<file path="src/rtl/dm_arbiter.sv">
// Arbiter for the shared single-port data memory: the com port in load/dump phases, round-robin cores in run.
// Each access takes ISSUE then COMPLETE to cover the memory's one-cycle synchronous read latency.
module dm_arbiter #(
    parameter int NUM_CORES = 4,
    parameter int DATA_W    = 16,
    parameter int ADDR_W    = 16
) (
    input  logic                        clk,
    input  logic                        rst_n,
    input  logic [1:0]                  status,
    input  logic [NUM_CORES-1:0]        core_req,
    input  logic [NUM_CORES-1:0]        core_wr_en,
    input  logic [NUM_CORES*ADDR_W-1:0] core_addr,
    input  logic [NUM_CORES*DATA_W-1:0] core_wdata,
    output logic [NUM_CORES-1:0]        core_grant,
    output logic [NUM_CORES-1:0]        core_rvalid,
    output logic [DATA_W-1:0]           core_rdata,
    input  logic                        com_req,
    input  logic                        com_wr_en,
    input  logic [ADDR_W-1:0]           com_addr,
    input  logic [DATA_W-1:0]           com_data_in,
    output logic                        com_ack,
    output logic [DATA_W-1:0]           com_data_out,
    output logic [ADDR_W-1:0]           DM_addr,
    output logic [DATA_W-1:0]           DM_data_in,
    output logic                        DM_write_en,
    input  logic [DATA_W-1:0]           DM_out,
    output logic                        busy
);

    localparam int IDX_W = (NUM_CORES > 1) ? $clog2(NUM_CORES) : 1;

    typedef enum logic [1:0] {IDLE, ISSUE, COMPLETE} state_t;

    state_t               state, state_nxt;
    logic [IDX_W-1:0]     last, last_d;
    logic [IDX_W-1:0]     owner, owner_d;
    logic                 owner_com, owner_com_d;
    logic [IDX_W-1:0]     pick, cand;
    logic                 pick_valid;
    logic                 can_start, start_com, start_core;
    logic [ADDR_W-1:0]    dm_addr_d;
    logic [DATA_W-1:0]    dm_data_d;
    logic                 dm_we_d, ack_d, busy_d;
    logic [NUM_CORES-1:0] grant_d, rvalid_d;
    logic [DATA_W-1:0]    core_hold, com_hold;

    // Round-robin search starting just after the last granted core.
    always_comb begin
        pick       = '0;
        pick_valid = 1'b0;
        cand       = '0;
        for (int k = 1; k <= NUM_CORES; k++) begin
            int j;
            j = int'(last) + k;
            if (j >= NUM_CORES) j = j - NUM_CORES;
            cand = IDX_W'(j);
            if (!pick_valid && core_req[cand]) begin
                pick_valid = 1'b1;
                pick       = cand;
            end
        end
    end

    assign can_start  = (state == IDLE) || (state == COMPLETE);
    assign start_com  = can_start && com_req && ((status == 2'b00) || (status == 2'b10));
    assign start_core = can_start && (status == 2'b01) && pick_valid;

    always_ff @(posedge clk or negedge rst_n) begin
        if (!rst_n) begin
            state        <= IDLE;
            last         <= IDX_W'(NUM_CORES - 1);
            owner        <= '0;
            owner_com    <= 1'b0;
            DM_addr      <= '0;
            DM_data_in   <= '0;
            DM_write_en  <= 1'b0;
            core_grant   <= '0;
            core_rvalid  <= '0;
            com_ack      <= 1'b0;
            busy         <= 1'b0;
            core_hold    <= '0;
            com_hold     <= '0;
        end else begin
            state        <= state_nxt;
            last         <= last_d;
            owner        <= owner_d;
            owner_com    <= owner_com_d;
            DM_addr      <= dm_addr_d;
            DM_data_in   <= dm_data_d;
            DM_write_en  <= dm_we_d;
            core_grant   <= grant_d;
            core_rvalid  <= rvalid_d;
            com_ack      <= ack_d;
            busy         <= busy_d;
            if (|core_rvalid) core_hold <= DM_out;
            if (com_ack)      com_hold  <= DM_out;
        end
    end

    always_comb begin
        state_nxt = state;
        case (state)
            IDLE, COMPLETE: state_nxt = (start_com || start_core) ? ISSUE : IDLE;
            ISSUE:          state_nxt = COMPLETE;
            default:        state_nxt = IDLE;
        endcase
    end

    // Next values of the registered outputs, loaded on the edge entering ISSUE or COMPLETE.
    always_comb begin
        dm_addr_d   = DM_addr;
        dm_data_d   = DM_data_in;
        dm_we_d     = 1'b0;
        grant_d     = '0;
        rvalid_d    = '0;
        ack_d       = 1'b0;
        busy_d      = (state_nxt != IDLE);
        owner_d     = owner;
        owner_com_d = owner_com;
        last_d      = last;
        if (start_com) begin
            dm_addr_d   = com_addr;
            dm_data_d   = com_data_in;
            dm_we_d     = com_wr_en && (status == 2'b00);
            owner_com_d = 1'b1;
        end else if (start_core) begin
            dm_addr_d     = core_addr[pick*ADDR_W +: ADDR_W];
            dm_data_d     = core_wdata[pick*DATA_W +: DATA_W];
            dm_we_d       = core_wr_en[pick];
            grant_d[pick] = 1'b1;
            owner_d       = pick;
            owner_com_d   = 1'b0;
            last_d        = pick;
        end
        if (state == ISSUE) begin
            if (owner_com) ack_d = 1'b1;
            else           rvalid_d[owner] = 1'b1;
        end
    end

    // Memory data arrives during COMPLETE, so it is passed through then and held afterwards.
    assign core_rdata   = (|core_rvalid) ? DM_out : core_hold;
    assign com_data_out = com_ack ? DM_out : com_hold;

endmodule

</file>
<file path="config.mk">
export PLATFORM = sky130hd
export DESIGN_NAME = dm_arbiter
export DESIGN_NICKNAME = d
export VERILOG_FILES = /design/src/rtl/dm_arbiter.sv
export SDC_FILE = /design/constraint.sdc
export NUM_CORES = 1
export LEC_CHECK = 0
export CAP_MARGIN = 20
export CELL_PAD_IN_SITES_DETAIL_PLACEMENT = 1
export CELL_PAD_IN_SITES_GLOBAL_PLACEMENT = 1
export CORE_MARGIN = 10
export CORE_UTILIZATION = 25
export DETAILED_ROUTE_END_ITERATION = 8
export GPL_ROUTABILITY_DRIVEN = 0
export GPL_TIMING_DRIVEN = 1
export PLACE_DENSITY_LB_ADDON = 0.1
export SLEW_MARGIN = 20
export SYNTH_ARGS = -nofsm -noshare
export SYNTH_HDL_FRONTEND = slang
export SYNTH_SLANG_ARGS = --single-unit
</file>
<file path="constraint.sdc">
create_clock -name clk -period 2.04 [get_ports clk]
set_clock_uncertainty 0.05 [all_clocks]
set_input_delay 0.204 -clock clk [delete_from_list [all_inputs] [get_ports clk]]
set_output_delay 0.204 -clock clk [all_outputs]
set_load 0.03 [all_outputs]
</file>
== After elaboration in Yosys (flattened, before gate mapping) ==
Cells that the tools add are included.

* Register bits after elaboration: 82
* Output and inout bits: 75
* Word-level logic and storage cells: 107

* $add $sub $neg: 8
* Magnitude comparators: 12
* Eq/ne operators: 4
* Shifts and indexed selects: 2
* Muxes and demuxes: 44
* Bitwise logic cells: 1
* Reductions and logical operators: 23

{| class="wikitable"
|+ Operator list
! cell !! count
|-
| indexed part select 64 x 7 -> 16 bit || 2
|-
| two-way mux 16 bit || 6
|-
| < comparator 2 x 3 -> 1 bit, second input constant || 6
|-
| two-way mux 1 bit || 18
|-
| two-way mux 2 bit || 8
|-
| two-way mux 4 bit || 4
|-
| binary-select mux 1 bit (select 2 bit) || 5
|-
| logical AND 1 bit || 10
|-
| greater-or-equal comparator 3 bit, second input constant || 3
|-
| subtractor 2 x 1 -> 2 bit, second input constant || 4
|-
| adder 2 x 2 -> 3 bit, second input constant || 2
|-
| adder 2 x 3 -> 4 bit, second input constant || 1
|-
| demux 1 bit (select 2 bit) || 2
|-
| == test 2 x 1 -> 1 bit, second input constant || 2
|-
| == test 2 bit, second input constant || 2
|-
| greater-or-equal comparator 2 x 1 -> 1 bit, second input constant || 2
|-
| greater-or-equal comparator 4 x 3 -> 1 bit, second input constant || 1
|-
| zero test 2 bit || 2
|-
| case mux 2 bit (2 select lines) || 1
|-
| nonzero test 2 bit || 2
|-
| OR reduction 4 bit || 1
|-
| adder 2 x 1 -> 3 bit, second input constant || 1
|-
| zero test 1 bit || 3
|-
| logical OR 1 bit || 3
|-
| other kinds (3) || 3
|}

== Longest topological paths before layout ==
Gate-level depths: netlist of the first run.

* Word-level depth: 21
* Depth in mapped cells: 8
* Depth with buffers taken out: 5

== Least setup slack after synthesis of the first run ==
Ideal clock, no wire load.

* Kind: reg2out
* Start: reg core_rvalid[1]
* End: out core_rdata[10]
* Data arrival time: 1.826 ns
* Setup slack: -0.040 ns
* Cell stages (with the launch flop): 4
* Cells stage by stage: dfrtp_1 > nor4_2 > buf_2 > mux2_2

* Longest elaborated chain between the ends: 2

{| class="wikitable"
|+ Ends and longest elaborated chain
! item !! line !! text
|-
| start: declaration || 16 || <nowiki>output logic [NUM_CORES-1:0] core_rvalid,</nowiki>
|-
| start signal: assignment || 93 || <nowiki>core_rvalid <= rvalid_d;</nowiki>
|-
| OR reduction 4 bit || 143 || <nowiki>assign core_rdata = (|core_rvalid) ? DM_out : core_hold;</nowiki>
|-
| two-way mux 16 bit || 143 ||
|-
| end: declaration || 17 || <nowiki>output logic [DATA_W-1:0] core_rdata,</nowiki>
|}

Every way passes these cells.

== Worst setup path in the final report of the first run ==
Ends and elaborated chain as after synthesis.

==> results of run 1 <==
## metrics by stage
stage	setup TNS (ps)	worst slack [ps]	std cells	hold slack (ps)	power [µW]
detailed placement	-5860	-193	842	152	7040
global placement	-3770	-127	842	145	6930
global route	-3240	-137	879	342	9770
CTS	-2440	-200	869	320	9140
finish	-528	-69.1	880	302	9280
floorplan	0	100	340	-142	4950
## flip-flops by register name (all words and copies together), names as in the netlist
| register | count |
|---|---|
| DM_addr | 16 |
| DM_data_in | 16 |
| DM_write_en | 1 |
| busy | 1 |
| com_ack | 1 |
| com_hold | 16 |
| core_grant | 4 |
| core_hold | 16 |
| core_rvalid | 4 |
| last | 2 |
| owner | 2 |
| owner_com | 1 |
| state | 2 |
## power by group
group | switching [µW] | internal (µW)
clock network | 751 | 976
registers | 253 | 2180
logic | 2610 | 2510
total | 3620 | 5670
## how the worst max path moves through the flow
| stage | to | slack (ps) | depth (start not counted) |
|---|---|---|---|
| finish | core_rdata[10] | -70 | 5 |
| global route | core_rdata[10] | -140 | 5 |
| floorplan | core_rdata[10] | 100 | 3 |
| detailed placement | DM_addr[0]$_DFFE_PN0P_ | -190 | 7 |
| global placement | DM_data_in[3]$_DFFE_PN0P_ | -130 | 7 |
| CTS | core_rdata[10] | -200 | 6 |
## Yosys cell counts (3+ instances only)
cell and count:
o21ai_0 3, and3_1 9, nand2_1 9, a211oi_1 7, buf_2 11, a21oi_1 6
clkbuf_1 5, o221ai_1 30, nor3b_1 7, dfrtp_1 80, buf_6 3, nor2_1 8
o31ai_1 4, mux2i_1 58, inv_1 5, mux2_2 32, a22oi_1 29
## critical path, stage by stage, from the launching register on
cell and delay, ps:
dfrtp_1 410, nor4_4 310, buf_6 180, buf_12 140, mux2_4 320, buf_8 140
## layout make-up
cell class,instances,area share [%]
Inverter,5,0.232
Timing Repair Buffer,326,41.3
Antenna cell,1,0.0309
Tap cell,220,3.40
Clock inverter,7,1.04
Multi-Input combinational cell,230,25.8
Sequential cell,82,25.4
Clock buffer,9,2.79
## metal layers
metal | up-vias | global-route usage (%)
li1 | 1950 | -
met1 | 2095 | 19.3
met2 | 163 | 29.4
met3 | 16 | 6.19
met4 | 0 | 5.64
met5 | - | 0
## kinds of logic after synthesis
logic type | count (synthesis) | share of synthesized area (%)
and+or+nand+nor | 52 | 7.76
DFF | 82 | 48.8
muxes | 91 | 22.7
buffers and inverters | 29 | 4.49
AOI/OAI and AO/OA | 86 | 16.3
## repair_timing
item / CTS / global route
gates resized for setup: 91 / 19
gates cloned: 1 / 5
setup buffers: 9 / 7
pin swaps: 1 / 13
hold buffers: 1 / 0
endpoints found under the hold margin: 30 / 0
endpoints found under the setup margin: 31 / 41
==> flow_metrics.py, run 1 <==
metrics = {
    "detailed_routing": {
        "num_vias": 4224,
        "vias_per_cell": 4.80,
        "wl_met2_um": 10300,
        "routed_wirelength_um": 20600,
        "postRouteAntennaNets": 0,
        "wl_per_cell_um": 23.5,
        "wl_met1_um": 8290,
        "drt-pass1-iter-count": 4,
        "drtIter0Drc": 108,
        "dr.max_layer_used": "met4",
        "met3_length_um": 1730,
        "drc_errors": 0,
    },
    "worst_setup_path": {
        "cp.arrival_ps": 1860,
        "worstPathMaxFanout": 7,
        "rr_worst_depth": 8,
        "critical_path_class": "reg -> out",
        "endpoint_kind": "output port",
        "start_kind": "register",
        "rr_startpoint": "last[1]$_DFFE_PN1P_",
        "r2r_setup_slack_ps": -10,
        "reg2reg_to": "DM_addr[2]$_DFFE_PN0P_",
        "required_ps": 1790,
        "startpoint": "core_rvalid[1]$_DFF_PN0_",
    },
    "timing": {
        "finalHoldViolCount": 0,
        "fin_crit_ps": 2110,
        "min_period_over_period_pct": 103,
        "rsz0062_at_grt": "yes",
        "setup_slack_ps": -69.1,
        "clock.fmax_mhz": 474,
        "finalSetupViolCount": 14,
        "slew_violations": 0,
        "worst_pin_slew_ps": 514,
        "slew_headroom_pct": 65.7,
    },
    "logic_synthesis": {
        "yosysWarnings": 0,
        "synthTopCellsByArea": "dfrtp_1, mux2i_1, mux2_2",
        "synth.top_cell.area_share_pct": 47.6,
        "synth_fp_nets": 530,
        "ys.flop_type": "dfrtp_1",
        "synth_edf_count": 0,
        "netlist_instances": 340,
        "ys_seq_area_share_pct": 48.8,
        "synth_area_leader_cell": "dfrtp_1",
        "synth_area_um2": 4210,
        "avgSynthCellArea_um2": 12.4,
        "ys_ff_latch": 82,
        "async_reset_ff_share_pct": 100,
        "yosysUniqueCellTypes": 44,
    },
    "outcome": {
        "violations": "negative setup slack",
        "status": "complete, but fails checks",
    },
    "clock_tree": {
        "cts_made_buffers": 9,
        "clk_latency_ps": 340,
        "cts_htree_levels": 3,
        "ctsRootBufferMaster": "clkbuf_16",
        "cts.sink_count": 82,
        "cts_tree": "done",
        "cts_buffer_depth": 2,
        "clk_pin_slew_worst_paths_ps": 70,
    },
    "power": {
        "powerDensity_nw_per_um2": 1150,
        "max-vdd-ir-drop_mv": 0.547,
        "leakage_uw": 0.00356,
    },
    "cells_and_area": {
        "area_delta_synth_final_pct": 92.1,
        "final_util_pct": 48.9,
        "finalInstanceArea_um2": 8090,
        "drive_above_1_share_pct": 22.3,
        "final-seq-area_um2": 2050,
        "layout_commonest_cell": "clkdlybuf4s50_1",
        "multi_input_area_um2": 2090,
        "nNetsFinal": 844,
        "layout_common_cells": "clkdlybuf4s50_1, dfrtp_1, mux2i_1, buf_4",
        "fillers": 1728,
    },
    "die": {
        "rows": 47,
        "die_area_um2": 22400,
        "io_pins": 265,
        "die_w_um": 150,
        "die_h_um": 150,
        "start_util_pct": 25.5,
        "core_area_um2": 16500,
    },
    "global_route": {
        "overflow": 0,
        "grt_pass1_vias": 4821,
        "grt_usage_pct": 17.1,
        "grt_max_degree": 53,
        "antenna_found_initial": 0,
        "grt_pass1_wl_um": 29300,
    },
    "place": {
        "placed_area_um2": 7380,
        "portBuffers": 264,
        "hpwl_um": 15700,
    },
    "min_path": {
        "hold_class": "in -> async",
    },
    "flow_run": {
        "cap_violations": 0,
    },
}
No activity file was read; power rests on OpenSTA's default activity.
==> run 2: changes to the inputs <==
SKIP_CTS_REPAIR_TIMING = 1   (was not set)
==> flow_metrics.py, run 2 (synthesis results as in run 1) <==
metrics = {
    "outcome": {
        "status": "complete, but fails checks",
        "violations": "negative setup slack",
    },
    "clock_tree": {
        "cts_tree": "done",
        "ctsRootBufferMaster": "clkbuf_16",
        "cts.sink_count": 82,
        "clk_pin_slew_worst_paths_ps": 70,
        "cts_htree_levels": 3,
        "cts_buffer_depth": 2,
        "cts_made_buffers": 9,
        "clk_latency_ps": 350,
    },
    "timing": {
        "fin_crit_ps": 2130,
        "slew_violations": 0,
        "min_period_over_period_pct": 104,
        "worst_pin_slew_ps": 515,
        "finalHoldViolCount": 0,
        "slew_headroom_pct": 65.6,
        "rsz0062_at_grt": "yes",
        "clock.fmax_mhz": 469,
        "finalSetupViolCount": 27,
        "setup_slack_ps": -91.0,
    },
    "detailed_routing": {
        "routed_wirelength_um": 20800,
        "vias_per_cell": 4.80,
        "drt-pass1-iter-count": 4,
        "postRouteAntennaNets": 0,
        "drc_errors": 0,
        "num_vias": 4206,
        "drtIter0Drc": 117,
        "wl_per_cell_um": 23.7,
    },
    "cells_and_area": {
        "finalInstanceArea_um2": 8130,
        "fillers": 1706,
        "final_util_pct": 49.2,
        "final-instance-count-excl-fill": 877,
        "area_delta_synth_final_pct": 93.1,
        "layout_common_cells": "clkdlybuf4s50_1, dfrtp_1, mux2i_1, buf_4, a22oi_1",
        "drive_above_1_share_pct": 22.7,
        "layout_commonest_cell": "clkdlybuf4s50_1",
        "nNetsFinal": 840,
    },
    "worst_setup_path": {
        "crit_path_cell_trace": "nor4_4 -> buf_12 -> buf_12 -> mux2_2 -> buf_6",
        "critical_path_class": "reg -> out",
        "required_ps": 1790,
        "endpoint_kind": "output port",
        "cpPeakStageDelay_ps": 410,
        "start_kind": "register",
        "rr_startpoint": "last[1]$_DFFE_PN1P_",
        "slowest_stage": "dfrtp_1",
        "worstPathMaxFanout": 5,
        "crit_family": "buffers and inverters",
        "crit_top_cell": "buf_12",
        "startpoint": "core_rvalid[2]$_DFF_PN0_",
        "cp.arrival_ps": 1880,
        "worst-path-buf-inv": 3,
    },
    "global_route": {
        "overflow": 0,
        "grt_usage_pct": 16.7,
        "grt_pass1_vias": 4738,
        "grt_max_degree": 53,
        "antenna_found_initial": 0,
        "grt_pass1_wl_um": 28500,
    },
    "power": {
        "leakage_uw": 0.00363,
        "max-vdd-ir-drop_mv": 0.461,
        "powerDensity_nw_per_um2": 1150,
    },
    "min_path": {
        "hold_class": "in -> async",
    },
    "die": {
        "start_util_pct": 25.5,
        "io_pins": 265,
        "die_area_um2": 22400,
        "core_area_um2": 16500,
        "rows": 47,
        "die_h_um": 150,
        "die_w_um": 150,
    },
    "place": {
        "hpwl_um": 15700,
        "portBuffers": 264,
        "post-place-ws_ps": -193,
        "dp.cells": 842,
        "placed_area_um2": 7380,
    },
    "flow_run": {
        "cap_violations": 0,
    },
}
-- run 2: cell types whose count changed in the layout (fill, tap and decap cells not counted), moves of 2 or more --
cell	delta
dlygate4sd2_1	-15
buf_6	+2
o221ai_1	-2
mux2i_1	-4
o221ai_2	+2
mux2_2	+5
mux2i_2	+4
buf_8	-2
buf_4	-6
mux2_4	-5
dlymetal6s2s_1	+15
-- run 2: cell type report --
| cell class | instances | area (µm²) | area share (%) |
|---|---|---|---|
| Antenna cell | 2 | 5.00 | 0.0616 |
| Clock inverter | 7 | 83.8 | 1.03 |
| Inverter | 5 | 18.8 | 0.231 |
| Sequential cell | 82 | 2050 | 25.3 |
| Clock buffer | 9 | 225 | 2.77 |
| Tap cell | 220 | 275 | 3.39 |
| Multi-Input combinational cell | 230 | 2100 | 25.8 |
| Timing Repair Buffer | 322 | 3370 | 41.4 |
-- run 2: final timing paths --
kind                                                 end  slack [ps]  cells after the start
worst min-delay path               com_hold[5]$_DFF_PN0_         300                      2
worst max register to register    DM_addr[6]$_DFFE_PN0P_         -40                      7
max in group asynchronous            last[1]$_DFFE_PN1P_         950                      3
min in group clk                  DM_addr[4]$_DFFE_PN0P_         400                      3
worst min register to register  core_rvalid[0]$_DFF_PN0_         440                      1
worst max-delay path                       core_rdata[1]         -90                      5
-- run 2: report_power, final --
group          total, µW  switching [µW]  internal [µW]
Sequential          2430             251           2180
Clock               1740             764            976
Combinational       5140            2620           2520
-- run 2: per-stage QoR --
step / setup TNS, ps / total power, µW / hold WS, ps
4_1_cts: -6860 / 8830 / -229
6_report: -1340 / 9310 / 296
5_1_grt: -4640 / 9780 / 342
3_3_place_gp: -3770 / 6930 / 145
2_1_floorplan: 0 / 4950 / -142
3_5_place_dp: -5860 / 7040 / 152
-- run 2: worst register-to-register path: stages (launching register included) --
cell	delay, ps
dfstp_2	620
mux2i_4	280
o21ai_4	130
nor2_8	220
buf_6	140
buf_12	140
mux2i_1	230
o221ai_1	140
-- run 2: per-layer routing --
| layer | routed length [µm] | track usage, % | share of wire [%] | up-vias |
|---|---|---|---|---|
| met2 | 10500 | 28.5 | 50 | 162 |
| met4 | 311 | 5.64 | 1.5 | 0 |
| li1 | - | - | - | 1949 |
| met1 | 8320 | 18.7 | 40 | 2077 |
| met3 | 1680 | 6.31 | 8.1 | 18 |
| met5 | 0 | 0 | 0 | - |
==> run 3: changes to the inputs <==
CTS_CLUSTER_DIAMETER = 30   (was not set)
==> results of run 3 <==
The final DEF is identical to that of run 2; final timing and power are the same.
